## config.mk

```make
export PLATFORM = sky130hd
export DESIGN_NAME = raifes_hasti_arbiter
export DESIGN_NICKNAME = d
export VERILOG_FILES = /design/src/rtl/raifes_hasti_arbiter_pkg.sv /design/src/rtl/raifes_hasti_arb_hold.sv /design/src/rtl/raifes_hasti_arbiter.sv
export SDC_FILE = /design/constraint.sdc
export NUM_CORES = 1
export LEC_CHECK = 0
export CAP_MARGIN = 10
export CORE_AREA = 3 3 130 132
export CTS_CLUSTER_DIAMETER = 30
export CTS_CLUSTER_SIZE = 28
export DETAILED_ROUTE_END_ITERATION = 12
export DIE_AREA = 0 0 133 135
export PLACE_DENSITY = 0.71
export SLEW_MARGIN = 20
export SYNTH_ARGS = -nofsm -noshare
export SYNTH_HDL_FRONTEND = slang
export SYNTH_HIERARCHICAL = 1
export SYNTH_SLANG_ARGS = --single-unit
```

## constraint.sdc

```tcl
create_clock -name clk -period 5 [get_ports clk]
set_clock_uncertainty 0.05 [all_clocks]
set_input_delay 1.5 -clock clk [delete_from_list [all_inputs] [get_ports clk]]
set_output_delay 1.5 -clock clk [all_outputs]
set_load 0.005 [all_outputs]
```

## src/rtl/raifes_hasti_arbiter_pkg.sv

```systemverilog
// Shared HASTI widths, HTRANS encodings and arbiter master indices for the
// single-port SRAM arbiter.
package raifes_hasti_arbiter_pkg;

  localparam int HASTI_ADDR_WIDTH  = 32;
  localparam int HASTI_BUS_WIDTH   = 32;
  localparam int HASTI_SIZE_WIDTH  = 3;
  localparam int HASTI_BURST_WIDTH = 3;
  localparam int HASTI_PROT_WIDTH  = 4;
  localparam int HASTI_TRANS_WIDTH = 2;

  typedef enum logic [HASTI_TRANS_WIDTH-1:0] {
    HTRANS_IDLE   = 2'b00,
    HTRANS_BUSY   = 2'b01,
    HTRANS_NONSEQ = 2'b10,
    HTRANS_SEQ    = 2'b11
  } htrans_e;

  localparam logic ARB_M0 = 1'b0;
  localparam logic ARB_M1 = 1'b1;

  function automatic logic is_request(input logic [HASTI_TRANS_WIDTH-1:0] htrans);
    return (htrans == HTRANS_NONSEQ) || (htrans == HTRANS_SEQ);
  endfunction

endpackage

```

## src/rtl/raifes_hasti_arb_hold.sv

```systemverilog
// Per-master response hold register plus the hready/hrdata/hresp return mux
// that hides arbitration stalls from one master.
module raifes_hasti_arb_hold
  import raifes_hasti_arbiter_pkg::*;
(
  input  logic                       clk,
  input  logic                       reset_n,
  input  logic                       req,
  input  logic                       gnt,
  input  logic                       owner,
  input  logic                       s_hready,
  input  logic [HASTI_BUS_WIDTH-1:0] s_hrdata,
  input  logic                       s_hresp,
  output logic                       hold_valid,
  output logic                       hready,
  output logic [HASTI_BUS_WIDTH-1:0] hrdata,
  output logic                       hresp
);

  logic [HASTI_BUS_WIDTH-1:0] hold_rdata;
  logic                       hold_resp;

  always_ff @(posedge clk or negedge reset_n) begin
    if (!reset_n) begin
      hold_valid <= 1'b0;
      hold_rdata <= '0;
      hold_resp  <= 1'b0;
    end else if (s_hready) begin
      // Our data phase ends while our next address loses: park the response.
      if (owner && req && !gnt) begin
        hold_valid <= 1'b1;
        hold_rdata <= s_hrdata;
        hold_resp  <= s_hresp;
      end else if (hold_valid && gnt) begin
        hold_valid <= 1'b0;
      end
    end
  end

  always_comb begin
    hrdata = '0;
    hresp  = 1'b0;
    if (hold_valid) begin
      hready = gnt & s_hready;
      hrdata = hold_rdata;
      hresp  = hold_resp;
    end else if (owner) begin
      hready = s_hready & (gnt | !req);
      hrdata = s_hrdata;
      hresp  = s_hresp;
    end else if (req) begin
      // A waiting address is only accepted when the grant actually lands.
      hready = gnt & s_hready;
    end else begin
      hready = 1'b1;
    end
  end

endmodule

```

## src/rtl/raifes_hasti_arbiter.sv

```systemverilog
// Two-master (imem m0, dmem m1) arbiter in front of one single-port HASTI SRAM.
// Define RAIFES_ARB_RR_EN for round-robin tie-break instead of PRIO_DMEM.
module raifes_hasti_arbiter
  import raifes_hasti_arbiter_pkg::*;
#(
  parameter bit PRIO_DMEM = 1'b1
) (
  input  logic                         clk,
  input  logic                         reset_n,
  input  logic [HASTI_ADDR_WIDTH-1:0]  m0_haddr,
  input  logic                         m0_hwrite,
  input  logic [HASTI_SIZE_WIDTH-1:0]  m0_hsize,
  input  logic [HASTI_BURST_WIDTH-1:0] m0_hburst,
  input  logic                         m0_hmastlock,
  input  logic [HASTI_PROT_WIDTH-1:0]  m0_hprot,
  input  logic [HASTI_TRANS_WIDTH-1:0] m0_htrans,
  input  logic [HASTI_BUS_WIDTH-1:0]   m0_hwdata,
  output logic [HASTI_BUS_WIDTH-1:0]   m0_hrdata,
  output logic                         m0_hready,
  output logic                         m0_hresp,
  input  logic [HASTI_ADDR_WIDTH-1:0]  m1_haddr,
  input  logic                         m1_hwrite,
  input  logic [HASTI_SIZE_WIDTH-1:0]  m1_hsize,
  input  logic [HASTI_BURST_WIDTH-1:0] m1_hburst,
  input  logic                         m1_hmastlock,
  input  logic [HASTI_PROT_WIDTH-1:0]  m1_hprot,
  input  logic [HASTI_TRANS_WIDTH-1:0] m1_htrans,
  input  logic [HASTI_BUS_WIDTH-1:0]   m1_hwdata,
  output logic [HASTI_BUS_WIDTH-1:0]   m1_hrdata,
  output logic                         m1_hready,
  output logic                         m1_hresp,
  output logic [HASTI_ADDR_WIDTH-1:0]  s_haddr,
  output logic                         s_hwrite,
  output logic [HASTI_SIZE_WIDTH-1:0]  s_hsize,
  output logic [HASTI_BURST_WIDTH-1:0] s_hburst,
  output logic                         s_hmastlock,
  output logic [HASTI_PROT_WIDTH-1:0]  s_hprot,
  output logic [HASTI_TRANS_WIDTH-1:0] s_htrans,
  output logic [HASTI_BUS_WIDTH-1:0]   s_hwdata,
  input  logic [HASTI_BUS_WIDTH-1:0]   s_hrdata,
  input  logic                         s_hready,
  input  logic                         s_hresp,
  output logic [1:0]                   arb_owner
);

  logic req0, req1, gnt0, gnt1, any_gnt;
  logic dp_valid, dp_owner, last_lock;
  logic hold0_valid, hold1_valid;
  logic own0, own1, lock_active, tie_m1;

  // Requests are masked in reset so the slave sees IDLE immediately.
  assign req0 = reset_n & is_request(m0_htrans);
  assign req1 = reset_n & is_request(m1_htrans);

  assign lock_active = last_lock & ((dp_owner == ARB_M1) ? m1_hmastlock : m0_hmastlock);

`ifdef RAIFES_ARB_RR_EN
  logic last_gnt;

  always_ff @(posedge clk or negedge reset_n) begin
    if (!reset_n)
      last_gnt <= ARB_M0;
    else if (s_hready && any_gnt)
      last_gnt <= gnt1;
  end

  assign tie_m1 = (last_gnt == ARB_M0);
`else
  assign tie_m1 = PRIO_DMEM;
`endif

  always_comb begin
    gnt0 = 1'b0;
    gnt1 = 1'b0;
    if (lock_active) begin
      if (dp_owner == ARB_M1) gnt1 = req1;
      else                    gnt0 = req0;
    end else if (req0 && req1) begin
      // A parked response outranks a fresh request so the loser cannot starve.
      if (hold0_valid && !hold1_valid)      gnt0 = 1'b1;
      else if (hold1_valid && !hold0_valid) gnt1 = 1'b1;
      else if (tie_m1)                      gnt1 = 1'b1;
      else                                  gnt0 = 1'b1;
    end else begin
      gnt0 = req0;
      gnt1 = req1;
    end
  end

  assign any_gnt = gnt0 | gnt1;

  assign s_haddr     = gnt1 ? m1_haddr     : m0_haddr;
  assign s_hwrite    = gnt1 ? m1_hwrite    : m0_hwrite;
  assign s_hsize     = gnt1 ? m1_hsize     : m0_hsize;
  assign s_hburst    = gnt1 ? m1_hburst    : m0_hburst;
  assign s_hmastlock = gnt1 ? m1_hmastlock : m0_hmastlock;
  assign s_hprot     = gnt1 ? m1_hprot     : m0_hprot;
  assign s_htrans    = gnt1 ? m1_htrans : (gnt0 ? m0_htrans : HTRANS_IDLE);

  always_ff @(posedge clk or negedge reset_n) begin
    if (!reset_n) begin
      dp_valid  <= 1'b0;
      dp_owner  <= ARB_M0;
      last_lock <= 1'b0;
    end else if (s_hready) begin
      dp_valid  <= any_gnt;
      dp_owner  <= gnt1;
      last_lock <= gnt1 ? m1_hmastlock : (gnt0 & m0_hmastlock);
    end
  end

  assign s_hwdata  = (dp_owner == ARB_M1) ? m1_hwdata : m0_hwdata;
  assign own0      = dp_valid & (dp_owner == ARB_M0);
  assign own1      = dp_valid & (dp_owner == ARB_M1);
  assign arb_owner = {dp_valid, dp_owner};

  raifes_hasti_arb_hold u_hold0 (
    .clk        (clk),
    .reset_n    (reset_n),
    .req        (req0),
    .gnt        (gnt0),
    .owner      (own0),
    .s_hready   (s_hready),
    .s_hrdata   (s_hrdata),
    .s_hresp    (s_hresp),
    .hold_valid (hold0_valid),
    .hready     (m0_hready),
    .hrdata     (m0_hrdata),
    .hresp      (m0_hresp)
  );

  raifes_hasti_arb_hold u_hold1 (
    .clk        (clk),
    .reset_n    (reset_n),
    .req        (req1),
    .gnt        (gnt1),
    .owner      (own1),
    .s_hready   (s_hready),
    .s_hrdata   (s_hrdata),
    .s_hresp    (s_hresp),
    .hold_valid (hold1_valid),
    .hready     (m1_hready),
    .hrdata     (m1_hrdata),
    .hresp      (m1_hresp)
  );

endmodule

```

Word level (Yosys, flattened, before mapping) --
Index checks and enable logic that the tools add are counted.
Cells by class: add/sub/neg operators 0, $mul 0, div/mod/pow operators 0, order comparisons 0, equal/unequal tests 4, shift-type cells 0, muxes and demuxes 37, bitwise gates (word level) 14, reductions and logical operators 21
Operators by type and width (number):
- $mux W32 | 6
- $mux W1 | 26
- $and A1 B1 Y1 | 10
- $eq A2 B2 Y1 const B | 4
- $logic_and A1 B1 Y1 | 8
- $reduce_and A2 Y1 | 4
- $mux W3 | 2
- $logic_not A1 Y1 | 5
- $mux W2 | 2
- $mux W4 | 1
- $reduce_bool A2 Y1 | 2
- $or A1 B1 Y1 | 3
- $logic_or A1 B1 Y1 | 2
- $not A1 Y1 | 1
Word-level totals: register bits 71, bits in latches 0, memory bits (writable) 0, bits in read-only memories 0, output and inout port bits 148, logic and storage cells 85, memories kept 0

Longest topological paths before layout --
word-level depth 10, mapped depth 7

Modules after synthesis --
The synthesis kept the hierarchy.
By module, submodules not included:
- raifes_hasti_arb_hold | times used 2, cells each 121, area an instance 1755.4 sq um, seq. area each 850.8 sq um
- raifes_hasti_arbiter | times used 1, cells each 117, area an instance 1330.0 sq um, seq. area each 75.1 sq um

Worst setup path after synthesis --
No wires, ideal clock.
path kind in2out, start point in m0_htrans[1], end point out s_haddr[0], data arrival time 2.578 ns, required time 3.450 ns, path slack 0.872 ns, cell stages on the path 5, path buffers 1, path through and3b_2 > a21oi_2 > o21ai_4 > buf_6 > mux2_4
On the way: cells in the longest elaborated chain, start to end 7, elaborated cells on any way between the ends 8, classes of those cells eq/ne (2); mux (3); bitwise (1); reduce/logical (2)
RTL lines:
- from (decl) | RTL line raifes_hasti_arbiter.sv:16 | input logic [HASTI_TRANS_WIDTH-1:0] m0_htrans,
- $eq A2 B2 Y1 | RTL line raifes_hasti_arbiter_pkg.sv:23 | return (htrans == HTRANS_NONSEQ) || (htrans == HTRANS_SEQ);
- $logic_or A1 B1 Y1 (*) | RTL line raifes_hasti_arbiter_pkg.sv:23
- $and A1 B1 Y1 (*) | RTL line raifes_hasti_arbiter.sv:52 | assign req0 = reset_n & is_request(m0_htrans);
- $logic_and A1 B1 Y1 (*) | RTL line raifes_hasti_arbiter.sv:78 | end else if (req0 && req1) begin
- $mux W1 (*) | RTL line raifes_hasti_arbiter.sv:78
- $mux W1 (*) | RTL line raifes_hasti_arbiter.sv:75 | if (lock_active) begin
- $mux W32 (*) | RTL line raifes_hasti_arbiter.sv:92 | assign s_haddr = gnt1 ? m1_haddr : m0_haddr;
- to (decl) | RTL line raifes_hasti_arbiter.sv:32 | output logic [HASTI_ADDR_WIDTH-1:0] s_haddr,
Every way passes the cells marked *; elsewhere a longest branch is shown, timed or not.

Final worst setup path --
start point in m1_hmastlock, end point out s_haddr[19]
On the way: cells in the longest elaborated chain, start to end 4
RTL lines:
- from (decl) | RTL line raifes_hasti_arbiter.sv:25 | input logic m1_hmastlock,
- $mux W1 | RTL line raifes_hasti_arbiter.sv:55 | assign lock_active = last_lock & ((dp_owner == ARB_M1) ? m1_hmastlock : m0_hmastlock);
- $and A1 B1 Y1 | RTL line raifes_hasti_arbiter.sv:55
- $mux W1 | RTL line raifes_hasti_arbiter.sv:75
- $mux W32 | RTL line raifes_hasti_arbiter.sv:92
Every way passes these cells.

==> flow_summary.ini <==
[sta]
max_freq_ghz = 0.2039
finalSetupViolations = 0
maxSlewViolCount = 0
holdWs_ns = 0.4548
hold_viol = 0
rsz0062_at_grt = no
period_minus_slack_ns = 4.904
period_share_pct = 98.09
max_slew.worst_pin.slew_ns = 0.9435
max_slew_margin_pct = 37.10

[worst_setup_path]
path_buf_inv = 5
path_max_fanout = 15
cp_top_family = buffers and inverters
startpoint = m1_hmastlock
critPathSlowestCell = clkdlybuf4s50_1
crit_type = primary input to output port
critPathMaxStageDelay_ns = 0.48
crit_path_cell_trace = clkdlybuf4s50_1 -> nand2_1 -> a21boi_2 -> o21ai_4 -> buf_12 -> buf_4 -> buf_12 -> mux2_4 -> dlygate4sd2_1
worstSetupEndpointType = output port
r2r_cells = 8
rr_startpoint = u_hold1/hold_valid
r2r_end = u_hold1/hold_rdata[2]
regToRegSetupSlack_ns = 1.90
crit_arrival_ns = 3.35
cpMostUsedCell = buf_12
start_kind = primary input
cp.required_ns = 3.45

[route]
drt-pass1-iter-count = 6
vias = 4455
wl_mm = 20.24
post_drt_via_cell_ratio = 4.821
ant_nets = 0
wire_per_inst_um = 21.90
drtIter0Drc = 148
drc = 0

[min_path]
hold_depth = 1
hp-class = flip-flop to flip-flop
whs_endpoint = u_hold1/hold_rdata[15]
hold_start = u_hold1/hold_rdata[15]

[global_route]
grt_usage_pct = 21.70
antenna_found_initial = 0
grt_pass1_vias = 4964
grt_max_degree = 46
grt_pass1_wl_mm = 30.13
overflow = 0

[status]
outcome = completed

[finish]
final_net_count = 896
num_antenna_cells = 0
final_common_cell = clkdlybuf4s50_1
syn_to_final_growth_pct = 82.79
drive_above_1_share_pct = 27.26
layout.cells.non_filler = 924
final_cell_mix = clkdlybuf4s50_1, mux2_4, dfrtp_1

[cts]
path_clk_slew_ns = 0.05
htree_levels = 3
cts.sinks = 71
clock_latency_ns = 0.32
cts_buffers = 9
clock-root-buffer = clkbuf_16
holdBufCountCts = 0
cts_tree = built
cts_max_path_buffers = 2

[die]
die_y_um = 135
core-area_um2 = 15830
rows = 46
initial_utilization_pct = 30.58
io_pins = 340
die_area_um2 = 17960
die_w_um = 133

[synthesis]
syn-instance-count = 359
ys_ff_latch = 71
ys_seq_area_share_pct = 36.70
synth_cell_types = 28
yosysTopAreaCell = dfrtp_1
synth_nets = 551
ys_top_cells_by_area = dfrtp_1, mux2_4, a22o_1
synth_top_area_share_pct = 36.70
avgSynthCellArea_um2 = 13.48
synth_warnings = 6
synth_area_um2 = 4841

[power]
p_leak_uw = 0.004166
powerDensity_nw_per_um2 = 301.9
ir_drop_mv = 0.1939

[placed_design]
dp.cells = 905
io_buffers = 339
dp_hpwl_mm = 15.83
gp_congestion = 0.9573

[job]
cap_viol_max_count = 0
-- routing by layer --
| metal | vias up | global-route usage [%] | part of all wire, % |
|---|---|---|---|
| met3 | 22 | 6.297 | 7.4 |
| met5 | - | 0 | 0 |
| li1 | 2045 | - | - |
| met4 | 0 | 4.908 | 1.6 |
| met2 | 194 | 38.04 | 49 |
| met1 | 2194 | 26.43 | 42 |
-- Yosys cell counts, drive strengths merged --
| master | count |
|---|---|
| nand2b | 1 |
| o2bb2ai | 1 |
| a21oi | 5 |
| and2 | 4 |
| o211ai | 2 |
| nor2b | 3 |
| a21boi | 2 |
| nand4b | 2 |
| and3b | 1 |
| inv | 6 |
| dfrtp | 71 |
| clkbuf | 5 |
| a31oi | 5 |
| a22o | 62 |
| nand2 | 11 |
| nor2 | 2 |
| mux2 | 142 |
| buf | 25 |
| o21ai | 7 |
| a2bb2oi | 2 |
-- worst reg2reg max path, delay by kind of cell, from the launching register on --
kind / cells / cell delay, ns
and+or+nand+nor: 2 / 1.14
DFF: 1 / 0.60
buffers and inverters: 3 / 0.35
AOI/OAI and AO/OA: 2 / 0.22
muxes: 1 / 0.63
-- where the power goes --
group	internal (µW)	leakage, µW	switching (µW)
clock	433	0.000151	234
combinational	773	0.00312	381
sequential	743	0.000898	107
total	1950	0.00417	722
-- cell type report --
type | count | area (µm²)
Sequential cell | 71 | 1777
Fill cell | 1306 | 6979
Tap cell | 216 | 270.3
Clock buffer | 9 | 225.2
Inverter | 6 | 22.52
Clock inverter | 6 | 86.33
Multi-Input combinational cell | 252 | 2845
Timing Repair Buffer | 364 | 3622
-- state kept, by name, summed over array words and instances, names as in the netlist --
register,cells
dp_owner,1
dp_valid,1
last_lock,1
u_hold0/hold_rdata,32
u_hold0/hold_resp,1
u_hold0/hold_valid,1
u_hold1/hold_rdata,32
u_hold1/hold_resp,1
u_hold1/hold_valid,1
-- how the worst max path moves through the flow --
stage          slack [ns]  depth (start not counted)          end
2_1_floorplan        0.87                          5   s_haddr[0]
3_3_place_gp        -0.05                          8   s_haddr[4]
3_5_place_dp        -0.11                          8  s_haddr[19]
4_1_cts              -0.1                          8  s_haddr[30]
5_1_grt              0.03                          9   s_haddr[9]
6_report              0.1                          9  s_haddr[19]
-- what timing repair did --
action | CTS | global route
endpoints found under the setup margin | 45 | 10
gates resized for setup | 39 | 15
buffers inserted | 0 | 4
pin swaps | 0 | 1
-- logic make-up (layout without fill, tap and decap cells) --
| kind of cell | count (synthesis) | in the layout | synth area share [%] |
|---|---|---|---|
| AOI/OAI and AO/OA | 86 | 86 | 14.66 |
| buffers and inverters | 36 | 385 | 4.782 |
| muxes | 142 | 142 | 40.63 |
| DFF | 71 | 71 | 36.70 |
| and+or+nand+nor | 24 | 24 | 3.231 |
-- per-stage QoR --
| step | total power (µW) | instance area (µm²) | worst slack [ns] | setup TNS (ns) | utilization, % |
|---|---|---|---|---|---|
| after global routing | 2811 | 8848 | 0.02598 | 0 | 55.91 |
| after CTS | 2700 | 8788 | -0.09750 | -0.6176 | 55.53 |
| after floorplan | 1387 | 4841 | 0.8718 | 0 | - |
| after global placement | 2000 | 8516 | -0.04894 | -1.282 | 53.80 |
| after detailed placement | 2025 | 8516 | -0.1142 | -3.422 | 53.80 |
| final | 2671 | 8848 | 0.09562 | 0 | 55.91 |
Note: power is estimated with default switching activity, not from simulation.
